<file path="src/rtl/uart_rx.sv">
// UART receiver: 16x oversampled start/data/parity/stop framing with a
// one-word output register, valid/ready handoff and sticky-per-word error flags.
module uart_rx #(
  parameter int DATA_BITS  = 8,
  parameter bit PARITY_EN  = 1'b0,
  parameter bit PARITY_ODD = 1'b0
) (
  input  logic                 clk,
  input  logic                 rst,
  input  logic                 RX_tick,
  input  logic                 rx_in,
  input  logic                 rx_ready,
  output logic [DATA_BITS-1:0] rx_data,
  output logic                 rx_valid,
  output logic                 frame_err,
  output logic                 parity_err,
  output logic                 overrun,
  output logic                 busy
);

  typedef enum logic [2:0] {IDLE, START, DATA, PARITY, STOP} state_t;

  localparam logic [2:0] LAST_BIT = 3'(DATA_BITS - 1);

  state_t               state_q, state_d;
  logic                 sync1_q, rx_s_q;
  logic [3:0]           cnt_q, cnt_d;
  logic [2:0]           bit_q, bit_d;
  logic [DATA_BITS-1:0] shift_q, shift_d;
  logic                 par_q, par_d;     // parity error of the frame in flight
  logic [DATA_BITS-1:0] data_q, data_d;
  logic                 valid_q, valid_d;
  logic                 fe_q, fe_d;
  logic                 pe_q, pe_d;
  logic                 ovr_q, ovr_d;
  logic                 load;             // stop bit sampled: publish the word

  // Two-flop synchronizer; idles high so reset never looks like a start bit.
  always_ff @(posedge clk or posedge rst) begin
    if (rst) begin
      sync1_q <= 1'b1;
      rx_s_q  <= 1'b1;
    end else begin
      sync1_q <= rx_in;
      rx_s_q  <= sync1_q;
    end
  end

  // Framing FSM: mid-bit sampling via the 16x tick counter.
  always_comb begin
    state_d = state_q;
    cnt_d   = cnt_q;
    bit_d   = bit_q;
    shift_d = shift_q;
    par_d   = par_q;
    load    = 1'b0;
    unique case (state_q)
      IDLE: begin
        if (!rx_s_q) begin
          state_d = START;
          cnt_d   = '0;
        end
      end
      START: begin
        if (RX_tick) begin
          if (cnt_q == 4'd7) begin
            // Line back high at mid-start means a glitch: drop it silently.
            cnt_d   = '0;
            bit_d   = '0;
            state_d = rx_s_q ? IDLE : DATA;
          end else begin
            cnt_d = cnt_q + 4'd1;
          end
        end
      end
      DATA: begin
        if (RX_tick) begin
          cnt_d = cnt_q + 4'd1;   // 15 wraps to 0 at the sample tick
          if (cnt_q == 4'd15) begin
            shift_d = {rx_s_q, shift_q[DATA_BITS-1:1]};
            if (bit_q == LAST_BIT) begin
              bit_d   = '0;
              state_d = PARITY_EN ? PARITY : STOP;
            end else begin
              bit_d = bit_q + 3'd1;
            end
          end
        end
      end
      PARITY: begin
        if (RX_tick) begin
          cnt_d = cnt_q + 4'd1;
          if (cnt_q == 4'd15) begin
            // XOR of data+parity is 0 for good even parity, 1 for good odd.
            par_d   = (^shift_q) ^ rx_s_q ^ PARITY_ODD;
            state_d = STOP;
          end
        end
      end
      STOP: begin
        if (RX_tick) begin
          cnt_d = cnt_q + 4'd1;
          if (cnt_q == 4'd15) begin
            load    = 1'b1;
            state_d = IDLE;
          end
        end
      end
      default: state_d = IDLE;
    endcase
  end

  // Output register: a load always wins; a handshake alone clears valid.
  always_comb begin
    data_d  = data_q;
    fe_d    = fe_q;
    pe_d    = pe_q;
    valid_d = valid_q;
    ovr_d   = 1'b0;
    if (valid_q && rx_ready) valid_d = 1'b0;
    if (load) begin
      data_d  = shift_q;
      fe_d    = ~rx_s_q;
      pe_d    = PARITY_EN ? par_q : 1'b0;
      valid_d = 1'b1;
      ovr_d   = valid_q & ~rx_ready;
    end
  end

  // State and output registers.
  always_ff @(posedge clk or posedge rst) begin
    if (rst) begin
      state_q <= IDLE;
      cnt_q   <= '0;
      bit_q   <= '0;
      shift_q <= '0;
      par_q   <= 1'b0;
      data_q  <= '0;
      valid_q <= 1'b0;
      fe_q    <= 1'b0;
      pe_q    <= 1'b0;
      ovr_q   <= 1'b0;
    end else begin
      state_q <= state_d;
      cnt_q   <= cnt_d;
      bit_q   <= bit_d;
      shift_q <= shift_d;
      par_q   <= par_d;
      data_q  <= data_d;
      valid_q <= valid_d;
      fe_q    <= fe_d;
      pe_q    <= pe_d;
      ovr_q   <= ovr_d;
    end
  end

  assign rx_data    = data_q;
  assign rx_valid   = valid_q;
  assign frame_err  = fe_q;
  assign parity_err = pe_q;
  assign overrun    = ovr_q;
  assign busy       = (state_q != IDLE);

endmodule
</file>
<file path="config.mk">
export PLATFORM = sky130hd
export DESIGN_NAME = uart_rx
export DESIGN_NICKNAME = d
export VERILOG_FILES = /design/src/rtl/uart_rx.sv
export SDC_FILE = /design/constraint.sdc
export NUM_CORES = 1
export LEC_CHECK = 0
export CAP_MARGIN = 20
export CORE_ASPECT_RATIO = 0.6
export CORE_MARGIN = 2
export CORE_UTILIZATION = 38
export DETAILED_ROUTE_END_ITERATION = 10
export PLACE_DENSITY = 0.57
export SLEW_MARGIN = 20
export SYNTH_ARGS = -nofsm -noshare
export SYNTH_HDL_FRONTEND = slang
export SYNTH_SLANG_ARGS = --single-unit
</file>
<file path="constraint.sdc">
create_clock -name clk -period 3.06 [get_ports clk]
set_clock_uncertainty 0.2 [all_clocks]
set_input_delay 0.459 -clock clk [delete_from_list [all_inputs] [get_ports clk]]
set_output_delay 0.459 -clock clk [all_outputs]
set_load 0.03 [all_outputs]
</file>
## After elaboration in Yosys (flattened, before gate mapping)

Cells that the tools add are included.

- Flip-flop bits (word level): 31
- Input port bits: 5
- Output and inout port bits: 13
- Logic and storage cells: 73

- $add $sub $neg: 2
- Equal/unequal tests: 18
- Mux-type cells: 29
- Bitwise gates (word level): 3
- Reductions and logical operators: 11

Operator list:

| cell | number |
|---|---|
| 2-to-1 mux 3 bit | 15 |
| != test 2 bit (second input constant) | 10 |
| 2-to-1 mux 4 bit | 4 |
| one-hot mux 3 bit (5 select lines) | 1 |
| one-hot mux 4 bit (3 select lines) | 1 |
| AND reduction 10 bit | 1 |
| == test 3 x 2 -> 1 bit (second input constant) | 2 |
| == test 3 bit (second input constant) | 2 |
| 2-to-1 mux 1 bit | 6 |
| one-hot mux 3 bit (2 select lines) | 1 |
| nonzero test 3 bit | 2 |
| AND reduction 5 bit | 1 |
| adder 4 x 1 -> 4 bit (second input constant) | 1 |
| == test 4 x 3 -> 1 bit (second input constant) | 1 |
| == test 4 bit (second input constant) | 1 |
| AND reduction 4 bit | 1 |
| nonzero test 2 bit | 2 |
| adder 3 x 1 -> 3 bit (second input constant) | 1 |
| == test 3 x 1 -> 1 bit (second input constant) | 1 |
| zero test 3 bit | 1 |
| AND reduction 3 bit | 1 |
| OR reduction 3 bit | 1 |
| 2-to-1 mux 2 bit | 1 |
| != test 2 x 1 -> 1 bit (second input constant) | 1 |
| other kinds (3) | 4 |

## Longest topological paths before layout

Gate-level depths: netlist of run 1.

- Depth after elaboration: 5
- Gate-level depth with buffers: 6

## Worst setup path after synthesis of run 1

Ideal clock, no wire load.

- Path kind: reg-to-reg
- From: register bit_q[0]
- To: register state_q[0]
- Library setup time: 125 ps
- Data arrival time: 1,600 ps
- Required time: 2,735 ps
- Slack: 1,135 ps
- Cell stages (with the launch flop): 6
- Period minus slack after synthesis: 1,925 ps
- Cells stage by stage: dfrtp_1 > ha_1 > ha_1 > a2111o_1 > o211ai_2 > mux2_4

- Longest elaborated chain between the ends: 3

RTL lines:

| element | line | RTL |
|---|---|---|
| start, declared | 28 | `logic [2:0] bit_q, bit_d;` |
| start signal, assigned | 146 | `bit_q <= bit_d;` |
| == test 3 bit | 81 | `if (bit_q == LAST_BIT) begin` |
| != test 2 bit (no line) | - |  |
| AND reduction 10 bit (no line) | - |  |
| end signal, assigned | 144 | `state_q <= state_d;` |
| end, declared | 25 | `state_t state_q, state_d;` |

Every way passes these cells.
A chain may end at the register's enable or synchronous reset.

## Worst setup path in the final report of run 1

- From: register state_q[2]
- To: output busy

- Longest elaborated chain between the ends: 1

RTL lines:

| element | line | RTL |
|---|---|---|
| nonzero test 3 bit | 162 | `assign busy = (state_q != IDLE);` |
| end, declared | 18 | `output logic busy` |

Every way passes these cells.

==> impl_metrics.toml, run 1 <==
[timing]
maxSlewHeadroom = 0.524
worst_pin_slew_ns = 0.713
min_period_ns = 2.39
setup_viol = 0
fin_setup_tns_ns = 0
rsz0062_at_grt = "no"
hold_viol = 0
fin_crit_sh = 0.782
maxSlewViolCount = 0
setup_ws_ns = 0.667
fmax_mhz = 418

[cells_and_area]
drive_above_1_share = 0.307
final_net_count = 144
diodes = 0
fillCellCount = 337
areaGrowthSynthToFinish_pct = 18.4

[drt]
wl_per_cell_um = 14.0
drc_errors = 0
antenna_left = 0
drtIter0Drc = 35
num_vias = 921
routed_wl_um = 2570
routed_via_density = 5.01
dr.pass1.iters = 6

[logic_synthesis]
synthSimpleGateAreaFrac = 0.141
synth-compound-area-share = 0.0803
synth_cell_type_count = 41
ys_ff_latch = 31
syn_inst = 118
yosysWarnings = 0
synth_top_family_by_area = "multiplexers"
syn_avg_cell_area_um2 = 12.9
yosysSeqAreaShare = 0.510
synth_xor_area_frac = 0.00574
synth_mux_area_frac = 0.182
synthAdderAreaFrac = 0.0246
syn_area_um2 = 1530
synth_nets = 126

[floorplan]
dieArea_um2 = 4560
design.core.area_um2 = 3760
rows = 17
die_h_um = 53.1
start_util = 0.405
die_w_um = 85.8
io_pins = 18

[setup_path]
end_kind = "output port"
r2r_cells = 4
cp_max_fo = 10
worst_ep_required_time_ns = 2.40
reg2reg_from = "cnt_q[0]"
critPathLaunchType = "flip-flop"
worstReg2RegEnd = "rx_data[0]"
arrival_ns = 1.73
crit_type = "reg2out"
regToRegSetupSlack_ns = 0.89

[grt]
use_met1 = 0.182
antenna_found_initial = 0
grt_usage = 0.132
top_usage_layer = "met2"
gr-usage-met2 = 0.182
grt_pass1_wl_um = 4350
grt_pass1_vias = 885
grtUsageMet3 = 0.0437
grt_max_degree = 20
grt-ovfl-total = 0

[power]
p_leak_uw = 0.000845
p_comb_frac = 0.255
power.internal_uw = 892
power_density_nw_per_um2 = 710
max-vdd-ir-drop_mv = 0.358
p_sw_uw = 391
clockPowerShare = 0.320
p_seq_frac = 0.425
switching_share = 0.305

[placement]
io_buffers = 16
dpl.hpwl_um = 1860
gp_congestion = 0.826
post-place-ws_ns = 0.577

[clock_network]
hold_buffers = 0
cts_resized = 0
cts_made_buffers = 5
clockRootBuffer = "clkbuf_8"
cts-htree-levels = 2
clock_sinks = 31
cts_buffer_depth = 2
clk_latency_ns = 0.28
tritoncts = "yes"
post_cts_buffers = 0
clkTransAtPathRegs_ns = 0.06

[status]
status = "complete, no violations"

[hold_path]
hold_end = "rx_s_q"
min_path_cells = 0
hold_path_startpoint = "sync1_q"
hold_path_class = "reg2reg"

[flow_run]
cap_viol_max_count = 0
-- cells in the final DEF (no fill, tap or decap), drive strengths merged, types with 2 or more instances in the layout --
cell	instances
a21oi	3
buf	2
clkbuf	6
clkdlybuf4s50	16
dfrtp	29
dfstp	2
ha	3
inv	3
mux2	22
nand2	6
nand2b	2
nand3	5
nand3b	3
nor2	5
nor3	4
nor3b	4
o211ai	2
o21ai	2
-- Yosys cell counts --
cell | instances | area, µm²
a22o_1 | 1 | 8.76
conb_1 | 1 | 3.75
a21oi_1 | 3 | 15.0
buf_8 | 1 | 15.0
nor2_2 | 2 | 12.5
nor2_1 | 2 | 7.51
nor2_4 | 1 | 11.3
o2bb2ai_1 | 1 | 8.76
and3_1 | 1 | 6.26
nor3_1 | 3 | 15.0
mux2_2 | 14 | 158
dfstp_2 | 2 | 52.6
and2b_2 | 1 | 8.76
o211ai_2 | 1 | 12.5
o21ai_0 | 1 | 5.00
or2b_1 | 1 | 7.51
xnor2_1 | 1 | 8.76
inv_1 | 3 | 11.3
a311oi_2 | 1 | 15.0
nand4_1 | 1 | 6.26
nor3_2 | 1 | 10.0
nand2_1 | 6 | 22.5
buf_4 | 3 | 22.5
buf_6 | 3 | 33.8
nor3b_1 | 3 | 22.5
nand2b_1 | 2 | 12.5
ha_1 | 3 | 37.5
nor2b_1 | 1 | 6.26
nand3_1 | 5 | 25.0
nand3b_1 | 3 | 22.5
o21a_1 | 1 | 7.51
a2111oi_1 | 1 | 10.0
and2_1 | 1 | 6.26
dfrtp_1 | 29 | 726
a2111o_1 | 1 | 11.3
nor3b_2 | 1 | 12.5
a22oi_1 | 1 | 7.51
a211o_1 | 1 | 8.76
o211ai_1 | 1 | 7.51
mux2_4 | 8 | 120
o21ai_1 | 1 | 5.00
-- critical path, stage by stage, from the launching register on --
cell and delay, ns:
dfrtp_1 0.53, inv_1 0.18, nand2_1 0.09, clkdlybuf4s50_1 0.66
-- layout make-up --
cell class | instances | area (µm²) | area share
inverters | 3 | 11.3 | 0.00623
clock inverters | 2 | 35.0 | 0.0194
multi-input cells | 77 | 666 | 0.368
clock buffers | 6 | 82.6 | 0.0457
repair buffers | 18 | 175 | 0.0970
flip-flops and latches | 31 | 778 | 0.431
well taps | 47 | 58.8 | 0.0325
-- worst max path at each step --
stage / slack [ns] / cells after the start / endpoint / startpoint
finish: 0.67 / 3 / busy / state_q[2]
global route: 0.54 / 3 / busy / state_q[2]
CTS: 0.64 / 3 / busy / state_q[2]
detailed placement: 0.58 / 4 / rx_data[2] / RX_tick
global placement: 0.63 / 4 / rx_data[6] / RX_tick
floorplan: 1.14 / 5 / state_q[0] / bit_q[0]
-- flip-flops by register name, summed over array words and instances (netlist names) --
signal and count:
bit_q 3, cnt_q 4, frame_err 1, overrun 1, rx_data 8, rx_s_q 1
rx_valid 1, shift_q 8, state_q 3, sync1_q 1
-- logic make-up (layout without fill, tap and decap cells) --
kind of cell / after synthesis / in the layout
and+or+nand+nor: 35 / 35
xor gates and xnor gates: 1 / 1
other: 1 / 1
adders and majority gates: 3 / 3
muxes: 22 / 22
AOI/OAI and AO/OA: 15 / 15
DFF: 31 / 31
buffers and inverters: 10 / 29
-- routing by layer --
layer  wire, µm  share of wire
met1       1410           0.55
met2       1020           0.40
met3        106          0.041
met4         30          0.012
met5          0              0
-- stage by stage --
step                std cells   util  hold slack (ns)  cell area (µm²)  total power [µW]
CTS                       184  0.480            0.161             1810              1300
floorplan                 118      -            0.145             1530               847
finish                    184  0.480            0.160             1810              1280
global route              184  0.480            0.162             1810              1370
global placement          176  0.449            0.146             1690               872
detailed placement        176  0.449            0.152             1690               879
-- power groups by stage --
stage | Clock, µW | Sequential (µW) | Combinational (µW)
floorplan | 0 | 491 | 356
global route | 444 | 557 | 368
CTS | 425 | 544 | 329
detailed placement | 0 | 551 | 328
global placement | 0 | 552 | 320
finish | 411 | 545 | 327
(Power assumes the default switching activity.)
==> inputs of run 2 (changes only) <==
--- a/config.mk
+++ b/config.mk
@@ -10,7 +10,7 @@
 export CORE_MARGIN = 2
 export CORE_UTILIZATION = 38
 export DETAILED_ROUTE_END_ITERATION = 10
-export PLACE_DENSITY = 0.57
+export PLACE_DENSITY = 0.59
 export SLEW_MARGIN = 20
 export SYNTH_ARGS = -nofsm -noshare
 export SYNTH_HDL_FRONTEND = slang
==> constraint.sdc (replaced) <==
create_clock -name clk -period 2.1 [get_ports clk]
set_clock_uncertainty 0.2 [all_clocks]
set_input_delay 0.315 -clock clk [delete_from_list [all_inputs] [get_ports clk]]
set_output_delay 0.315 -clock clk [all_outputs]
set_load 0.03 [all_outputs]
==> impl_metrics.toml, run 2 (synthesized netlist as in run 1, its figures left out) <==
[status]
status = "complete, no violations"

[floorplan]
die_h_um = 53.1
dieArea_um2 = 4560
design.core.area_um2 = 3760
io_pins = 18
rows = 17
start_util = 0.405
die_w_um = 85.8

[timing]
fin_crit_sh = 0.962
maxSlewViolCount = 0
setup_viol = 0
rsz0062_at_grt = "no"
worst_hold_slack_ns = 0.157
min_period_ns = 2.02
fin_setup_tns_ns = 0
hold_viol = 0
fmax_mhz = 495

[grt]
antenna_found_initial = 0
grt_pass1_wl_um = 4300
grt-ovfl-total = 0
grt_usage = 0.129
grt_max_degree = 32
grt_pass1_vias = 896

[clock_network]
cts_buffer_depth = 2
hold_buffers = 0
clock_sinks = 31
clkTransAtPathRegs_ns = 0.06
cts_made_buffers = 5
clockRootBuffer = "clkbuf_8"
clk_latency_ns = 0.28
cts-htree-levels = 2
post_cts_buffers = 0
tritoncts = "yes"

[placement]
io_buffers = 16
gp_congestion = 0.839
dpl.hpwl_um = 1840

[cells_and_area]
diodes = 0
fillCellCount = 326
drive_above_1_share = 0.331
final_cell_mix = "27 x dfrtp_1, 15 x clkdlybuf4s50_1, 14 x mux2_2"
final_common_cell = "dfrtp_1"
areaGrowthSynthToFinish_pct = 20.2
final_net_count = 146

[setup_path]
arrival_ns = 1.98
worst_ep_required_time_ns = 2.06
end_kind = "flip-flop"
cp_max_fo = 3
critPathLaunchType = "flip-flop"
crit_type = "reg2reg"

[drt]
antenna_left = 0
dr.pass1.iters = 4
wl_per_cell_um = 13.6
routed_via_density = 5.05
routed_wl_um = 2540
drtIter0Drc = 44
num_vias = 940
drc_errors = 0

[power]
switching_share = 0.304
p_sw_uw = 570
p_comb_frac = 0.259
power_density_nw_per_um2 = 1020
p_leak_uw = 0.000857
max-vdd-ir-drop_mv = 0.444
power.internal_uw = 1300
clockPowerShare = 0.319
p_seq_frac = 0.423

[flow_run]
cap_viol_max_count = 0

[hold_path]
hold_path_class = "reg2reg"
## run 2: changes by cell type in the layout (fill, tap and decap cells not counted)
cell,change
clkdlybuf4s50_1,-1
buf_12,+1
dfrtp_1,-2
buf_4,+1
dlygate4sd2_1,+1
dfrtp_2,+2
## run 2: path summary, 6_finish.rpt
| path | startpoint | endpoint | slack [ns] | cells past startpoint |
|---|---|---|---|---|
| worst max register to register | bit_q[0] | state_q[2] | 0.08 | 5 |
| max in group asynchronous | rst | rx_s_q | 1.18 | 3 |
| min in group asynchronous | rst | cnt_q[0] | 0.20 | 3 |
| worst min-delay path | sync1_q | rx_s_q | 0.16 | 0 |
| worst min register to register | sync1_q | rx_s_q | 0.16 | 0 |
| worst max-delay path | bit_q[0] | state_q[2] | 0.08 | 5 |
## run 2: routing by layer
| layer | vias up | global-route usage | wire, µm | part of all wire |
|---|---|---|---|---|
| met1 | 451 | 0.167 | 1300 | 0.51 |
| met4 | 0 | 0.0556 | 43 | 0.017 |
| li1 | 460 | - | - | - |
| met3 | 4 | 0.0468 | 145 | 0.057 |
| met5 | - | 0 | 0 | 0 |
| met2 | 25 | 0.195 | 1050 | 0.41 |
## run 2: worst max-delay path: stages, from the launching register on
cell and delay (ns):
dfrtp_1 0.39, ha_1 0.20, ha_1 0.22, a2111o_1 0.45, o211ai_2 0.12, mux2_4 0.32
## run 2: power groups by stage
stage,clock (µW),sequential (µW),combinational (µW)
2_1_floorplan,0,716,519
3_5_place_dp,0,800,493
6_report,598,792,485
5_1_grt,644,805,528
3_3_place_gp,0,798,480
4_1_cts,622,790,488
## run 2: cell type report
class | instances | area (µm²) | share of cell area
clock inverter | 2 | 35.0 | 0.0191
tap | 47 | 58.8 | 0.0320
timing repair buffer | 20 | 201 | 0.110
multi-input combinational | 77 | 666 | 0.363
sequential | 31 | 781 | 0.425
clock buffer | 6 | 82.6 | 0.0450
inverter | 3 | 11.3 | 0.00613
## run 2: stage by stage
step,std cells,utilization,worst slack (ns),area [µm²],total power [µW]
after floorplan,118,-,0.175,1530,1230
after global placement,178,0.456,0.0599,1720,1280
after detailed placement,178,0.456,0.00962,1720,1290
after CTS,186,0.488,0.0690,1840,1900
after global routing,186,0.488,0.0109,1840,1980
final,186,0.488,0.0794,1840,1880
## run 2: timing repair
item | in CTS | in global routing
setup endpoints to repair | 1 | 0
endpoints found under the hold margin | 0 | 0
resized for setup | 3 | 0
==> inputs of run 3 (changes only) <==
--- a/config.mk
+++ b/config.mk
@@ -9,6 +9,7 @@
 export CORE_ASPECT_RATIO = 0.6
 export CORE_MARGIN = 2
 export CORE_UTILIZATION = 38
+export CTS_CLUSTER_DIAMETER = 120
 export DETAILED_ROUTE_END_ITERATION = 10
 export PLACE_DENSITY = 0.59
 export SLEW_MARGIN = 20
==> results of run 3 <==
Same layout as run 2: the final DEF is identical, and so are final timing and power.
